<file path="config.mk">
export PLATFORM = sky130hd
export DESIGN_NAME = aes32_dsp_8p
export DESIGN_NICKNAME = d
export VERILOG_FILES = /design/src/rtl/aes32_pkg.sv /design/src/rtl/aes_col_xform.sv /design/src/rtl/aes32_dsp_8p.sv
export SDC_FILE = /design/constraint.sdc
export NUM_CORES = 2
export LEC_CHECK = 0
export ABC_AREA = 1
export CAP_MARGIN = 15
export CELL_PAD_IN_SITES_DETAIL_PLACEMENT = 1
export CELL_PAD_IN_SITES_GLOBAL_PLACEMENT = 2
export CORE_AREA = 2 2 330 332
export CTS_CLUSTER_SIZE = 25
export DETAILED_ROUTE_END_ITERATION = 16
export DIE_AREA = 0 0 332 334
export GPL_TIMING_DRIVEN = 0
export PLACE_DENSITY_LB_ADDON = 0.3
export SLEW_MARGIN = 20
export SYNTH_ARGS = -nofsm -noshare
export SYNTH_HDL_FRONTEND = slang
export SYNTH_SLANG_ARGS = --single-unit
</file>
<file path="constraint.sdc">
create_clock -name CLK -period 11.2 [get_ports CLK]
set_clock_uncertainty 0.15 [all_clocks]
set_input_delay 1.68 -clock CLK [delete_from_list [all_inputs] [get_ports CLK]]
set_output_delay 1.68 -clock CLK [all_outputs]
set_load 0.02 [all_outputs]
</file>
<file path="src/rtl/aes32_pkg.sv">
// Shared AES-128 constants, FSM state type and byte-level helpers
// for the word-serial two-block encryption core.
package aes32_pkg;

    localparam int NUM_ROUNDS = 10;
    localparam int WORDS      = 4;
    localparam int BLOCKS     = 2;
    localparam int RUN_CYCLES = 88;
    localparam int OUT_CYCLES = 8;

    typedef enum logic [1:0] {
        ST_IDLE,
        ST_RUN,
        ST_OUT
    } state_t;

    // Forward S-box, element 0 is the leftmost byte.
    localparam logic [0:255][7:0] SBOX_TABLE = {
        128'h637c777bf26b6fc53001672bfed7ab76,
        128'hca82c97dfa5947f0add4a2af9ca472c0,
        128'hb7fd9326363ff7cc34a5e5f171d83115,
        128'h04c723c31896059a071280e2eb27b275,
        128'h09832c1a1b6e5aa0523bd6b329e32f84,
        128'h53d100ed20fcb15b6acbbe394a4c58cf,
        128'hd0efaafb434d338545f9027f503c9fa8,
        128'h51a3408f929d38f5bcb6da2110fff3d2,
        128'hcd0c13ec5f974417c4a77e3d645d1973,
        128'h60814fdc222a908846eeb814de5e0bdb,
        128'he0323a0a4906245cc2d3ac629195e479,
        128'he7c8376d8dd54ea96c56f4ea657aae08,
        128'hba78252e1ca6b4c6e8dd741f4bbd8b8a,
        128'h703eb5664803f60e613557b986c11d9e,
        128'he1f8981169d98e949b1e87e9ce5528df,
        128'h8ca1890dbfe6426841992d0fb054bb16
    };

    function automatic logic [7:0] sbox(input logic [7:0] x);
        return SBOX_TABLE[x];
    endfunction

    // Multiply by x in GF(2^8) modulo 0x11B.
    function automatic logic [7:0] xtime(input logic [7:0] x);
        return {x[6:0], 1'b0} ^ (x[7] ? 8'h1b : 8'h00);
    endfunction

endpackage

</file>
<file path="src/rtl/aes_col_xform.sv">
// One AES column: SubBytes on four already-shifted bytes, then MixColumns
// when mix_en is set (cleared for the final round).
module aes_col_xform
    import aes32_pkg::*;
(
    input  logic [7:0]  b0,
    input  logic [7:0]  b1,
    input  logic [7:0]  b2,
    input  logic [7:0]  b3,
    input  logic        mix_en,
    output logic [31:0] col
);

    logic [7:0] s0, s1, s2, s3;
    logic [7:0] m0, m1, m2, m3;

    // Substitute each byte, mix the column, select mixed or plain result.
    always_comb begin
        s0 = sbox(b0);
        s1 = sbox(b1);
        s2 = sbox(b2);
        s3 = sbox(b3);
        m0 = xtime(s0) ^ xtime(s1) ^ s1 ^ s2 ^ s3;
        m1 = s0 ^ xtime(s1) ^ xtime(s2) ^ s2 ^ s3;
        m2 = s0 ^ s1 ^ xtime(s2) ^ xtime(s3) ^ s3;
        m3 = xtime(s0) ^ s0 ^ s1 ^ s2 ^ xtime(s3);
        col = mix_en ? {m0, m1, m2, m3} : {s0, s1, s2, s3};
    end

endmodule

</file>
<file path="src/rtl/aes32_dsp_8p.sv">
// Two-block interleaved AES-128 encryptor, one 32-bit column per cycle.
// Slots 0-3 of the state buffer hold block A, slots 4-7 block B. Round keys
// arrive on KEY in lockstep with the column being produced.
module aes32_dsp_8p
    import aes32_pkg::*;
(
    input  logic        CLK,
    input  logic        RST,
    input  logic        START,
    input  logic [31:0] DIN,
    input  logic [31:0] KEY,
    output logic        DONE,
    output logic [31:0] DOUT
);

    localparam int SLOTS = WORDS * BLOCKS;

    state_t      state_q, state_d;
    logic [6:0]  cnt_q, cnt_d;
    logic        start_prev_q, start_prev_d;
    logic        done_q, done_d;
    logic [31:0] dout_q, dout_d;

    logic [31:0]  sbuf_q [SLOTS];
    logic [31:0]  sbuf_d [SLOTS];
    logic [127:0] snap_q, snap_d;

    logic        start_rise;
    logic        active;
    logic [6:0]  n_idx;
    logic [3:0]  rnd_idx;
    logic [2:0]  slot_idx;
    logic        blk;
    logic [1:0]  col_idx;
    logic [31:0] src_w [WORDS];
    logic [7:0]  src_b [WORDS];
    logic [31:0] xf_col;

    // Decode the schedule position. The edge that detects START is itself
    // cycle 0, so in RUN the counter already holds the cycle index 1..87.
    always_comb begin
        start_rise   = START & ~start_prev_q;
        start_prev_d = START;
        active       = (state_q == ST_RUN) || ((state_q == ST_IDLE) && start_rise);
        n_idx        = (state_q == ST_RUN) ? cnt_q : 7'd0;
        rnd_idx      = n_idx[6:3];
        slot_idx     = n_idx[2:0];
        blk          = n_idx[2];
        col_idx      = n_idx[1:0];
    end

    // Gather ShiftRows sources: column 0 reads the live buffer (nothing of
    // this round written yet), columns 1-3 read the snapshot taken at column 0.
    always_comb begin
        for (int j = 0; j < WORDS; j++) begin
            if (col_idx == 2'd0) begin
                src_w[j] = sbuf_q[{blk, 2'(j)}];
            end else begin
                src_w[j] = snap_q[127 - 32 * j -: 32];
            end
        end
        for (int i = 0; i < WORDS; i++) begin
            src_b[i] = src_w[2'(col_idx + 2'(i))][31 - 8 * i -: 8];
        end
    end

    aes_col_xform u_xform (
        .b0     (src_b[0]),
        .b1     (src_b[1]),
        .b2     (src_b[2]),
        .b3     (src_b[3]),
        .mix_en (rnd_idx != 4'(NUM_ROUNDS)),
        .col    (xf_col)
    );

    // Next buffer contents: round 0 loads DIN^KEY, later rounds write the
    // transformed column ^ KEY; the block snapshot refreshes at column 0.
    always_comb begin
        sbuf_d = sbuf_q;
        snap_d = snap_q;
        if (active) begin
            if (col_idx == 2'd0) begin
                snap_d = {sbuf_q[{blk, 2'd0}], sbuf_q[{blk, 2'd1}],
                          sbuf_q[{blk, 2'd2}], sbuf_q[{blk, 2'd3}]};
            end
            if (rnd_idx == 4'd0) begin
                sbuf_d[slot_idx] = DIN ^ KEY;
            end else begin
                sbuf_d[slot_idx] = xf_col ^ KEY;
            end
        end
    end

    // Control FSM next state and registered output values.
    always_comb begin
        state_d = state_q;
        cnt_d   = cnt_q;
        done_d  = 1'b0;
        dout_d  = 32'h0;
        case (state_q)
            ST_IDLE: begin
                if (start_rise) begin
                    state_d = ST_RUN;
                    cnt_d   = 7'd1;
                end
            end
            ST_RUN: begin
                if (cnt_q == 7'(RUN_CYCLES - 1)) begin
                    state_d = ST_OUT;
                    cnt_d   = 7'd0;
                end else begin
                    cnt_d = cnt_q + 7'd1;
                end
            end
            ST_OUT: begin
                done_d = 1'b1;
                dout_d = sbuf_q[cnt_q[2:0]];
                if (cnt_q == 7'(OUT_CYCLES - 1)) begin
                    state_d = ST_IDLE;
                    cnt_d   = 7'd0;
                end else begin
                    cnt_d = cnt_q + 7'd1;
                end
            end
            default: begin
                state_d = ST_IDLE;
                cnt_d   = 7'd0;
            end
        endcase
    end

    // Control and output registers; reset aborts any operation at once.
    always_ff @(posedge CLK) begin
        if (RST) begin
            state_q      <= ST_IDLE;
            cnt_q        <= 7'd0;
            start_prev_q <= 1'b0;
            done_q       <= 1'b0;
            dout_q       <= 32'h0;
        end else begin
            state_q      <= state_d;
            cnt_q        <= cnt_d;
            start_prev_q <= start_prev_d;
            done_q       <= done_d;
            dout_q       <= dout_d;
        end
    end

    // State buffer and snapshot carry data only and need no reset.
    always_ff @(posedge CLK) begin
        sbuf_q <= sbuf_d;
        snap_q <= snap_d;
    end

    assign DONE = done_q;
    assign DOUT = dout_q;

endmodule

</file>
==> results.tsv <==
stage	metric	value	unit
outcome	status	completed	
floorplanning	initial_core_util	0.357	
yosys	synth_common_cells	2089 x nand2_1, 1204 x nand3_1, 488 x nor2_1	
yosys	synth_async_sr_flop_share	0	
yosys	ys.flop_type	edfxtp_1	
clock_network	post_cts_buffers	0	
yosys	ys_top_cells_by_area	edfxtp_1 30%, nand2_1 20%, nand3_1 16%, nor2_1 4.8%, inv_1 3.9%	
floorplanning	dieArea	0.111	sq mm
route	wl	250000	um
clock_network	h-tree-depth	2	
critical_path	crit_path_end_kind	register	
critical_path	r2r-start	state_q[1]	
global_routing	antenna_found_initial	3	
yosys	synth_top_area_share	0.300	
timing	tightest_slew	1.24	ns
yosys	syn_inst	5968	
run	max_cap_violations	0	
clock_network	worstSkewPairLatency	0.59	ns
clock_network	cts_buffers	40	
timing	finalMaxSlewViolations	0	
placed_design	dp_slack	2.59	ns
yosys	syn_area	0.0384	sq mm
critical_path	crit_buf_inv	9	
critical_path	critPathArrivalTime	9.27	ns
route	firstDrtPassIters	10	
floorplanning	rows	121	
global_routing	grt_usage	0.434	
clock_network	clockBufferDepth	3	
floorplanning	core-area	0.108	sq mm
yosys	synth-seq-area-share	0.322	
critical_path	cp_common_cell	nand3_1	
critical_path	path_class	reg2reg	
global_routing	gr-total-overflow	0	
global_routing	grt_first_pass_wirelength	346000	um
floorplanning	ios	100	
worst_hold_path	worstHoldStart	start_prev_q	
yosys	synth_edf_count	384	
yosys	ys_seq_elements	427	
placed_design	dp.cells	7494	
timing	finalCriticalPeriod	9.12	ns
route	ant_nets	0	
layout	drive_above_1_share	0.0912	
timing	period_share	0.814	
layout	area.growth.synth_to_final	11.4	%
timing	rsz0062_at_grt	false	
placed_design	place_area	0.0415	sq mm
clock_network	cts.sinks	427	
placed_design	place_congestion	1.06	
clock_network	cts_resized	0	
critical_path	crit_path_start	state_q[1]	
critical_path	path_max_fanout	12	
layout	stdcell_area	0.0428	sq mm
timing	fmaxAchievable	0.110	GHz
worst_hold_path	hp-class	reg2reg	
yosys	post-synth-top-count-cell	nand2_1	
critical_path	cpLargestDelayFamily	simple AND/OR/NAND/NOR gates	
yosys	syn_area_per_cell	6.44	sq um
yosys	ys.warnings.count	0	
route	via_per_inst	6.28	
timing	slew_headroom	0.174	
route	via_count	47500	
critical_path	critPathLaunchType	register	
critical_path	max_stage_delay	0.63	ns
placed_design	io_buffers	99	
timing	layout_setup_ws	2.08	ns
global_routing	grt_max_degree	42	
global_routing	grt_pass1_vias	45800	
placed_design	hpwl	185000	um
floorplanning	die_h	334	um
yosys	synth_fp_nets	6088	
clock_network	root_buffer	clkbuf_16	
yosys	synth_top_area_cell	edfxtp_1	
timing	hold_viol_final	0	
route	drt_iter0_markers	6649	
layout	final_nets	6242	
clock_network	clkTransAtPathRegs	0.07	ns
clock_network	postCtsHoldBufs	0	
yosys	synth_cell_types	50	
timing	finalSetupViolations	0	
critical_path	slowest_stage	nor2_2	
layout	fin_cells	7569	
clock_network	cts_tree	done	
floorplanning	die_w	332	um
timing	fin_hold_ws	0.390	ns
route	drc_errors	0	
route	avgRoutedWirePerCell	33.0	um
critical_path	worst_ep_required_time	11.35	ns
cell usage in the layout (no fill, tap or decap), types with 32 or more instances in the layout:
cell type / synthesis / layout
nand2_1: 2089 / 2089
nand3_1: 1204 / 1204
nor2_1: 488 / 486
inv_1: 400 / 400
edfxtp_1: 384 / 384
o21ai_0: 220 / 219
a21oi_1: 159 / 159
buf_2: 141 / 141
clkdlybuf4s50_1: 0 / 99
a221oi_1: 96 / 96
buf_4: 72 / 80
clkbuf_1: 85 / 78
o211ai_1: 73 / 73
nand2_2: 68 / 68
ha_1: 53 / 53
o21ai_1: 51 / 52
dfxtp_1: 43 / 43
clkbuf_16: 0 / 41
inv_2: 34 / 34
buf_6: 32 / 32
final timing paths:
kind	endpoint	slack, ns	cells past startpoint
hold / removal	state_q[0]	0.39	3
hold reg to reg	state_q[0]	0.39	3
setup / recovery	sbuf_q[128]	2.08	33
setup reg to reg	sbuf_q[128]	2.08	33
per-layer routing:
metal	vias to the layer above	track usage	share of wire
met5	-	0	0
met4	0	0.310	0.086
met3	904	0.0900	0.10
met2	3270	0.666	0.43
met1	23100	0.544	0.38
li1	20200	-	-
through the flow:
step	setup TNS, ns	utilization
5_1_grt	0	0.397
3_5_place_dp	0	0.385
2_1_floorplan	0	-
6_report	0	0.397
3_3_place_gp	-272.56	0.382
4_1_cts	0	0.397
flip-flops by register name, summed over array words and instances (netlist names):
signal        cells
state_q           2
DOUT             32
sbuf_q          256
cnt_q             7
snap_q          128
DONE              1
start_prev_q      1
cell families (layout without fill, tap and decap cells):
| family | Yosys count | in the layout | synth area share |
|---|---|---|---|
| simple gates | 3988 | 3988 | 0.449 |
| fa+ha+maj | 53 | 53 | 0.0172 |
| other cells | 0 | 3 | 0 |
| flops | 427 | 427 | 0.322 |
| xor+xnor | 40 | 40 | 0.00911 |
| buf+inv | 796 | 980 | 0.0960 |
| compound gates | 664 | 664 | 0.107 |
final cells by class:
type	instances	area [sq um]
Multi-Input combinational cell	4745	22400
Clock buffer	59	1190
Clock inverter	13	121
Sequential cell	427	12400
Timing Repair Buffer	112	1230
Fill cell	14200	64900
Tap cell	1414	1770
Inverter	447	1680
Buffer	349	2050
Antenna cell	3	7.51
worst reg2reg max path: cells and delay by family (launching register included):
family	cells	cell delay, ns
flops	1	0.36
compound gates	1	0.19
buf+inv	9	2.46
simple gates	21	4.98
fa+ha+maj	2	0.72
Power is left out: the tool's default activity adds up to more than one toggle a clock period on the data nets, which glitch-free logic cannot reach.
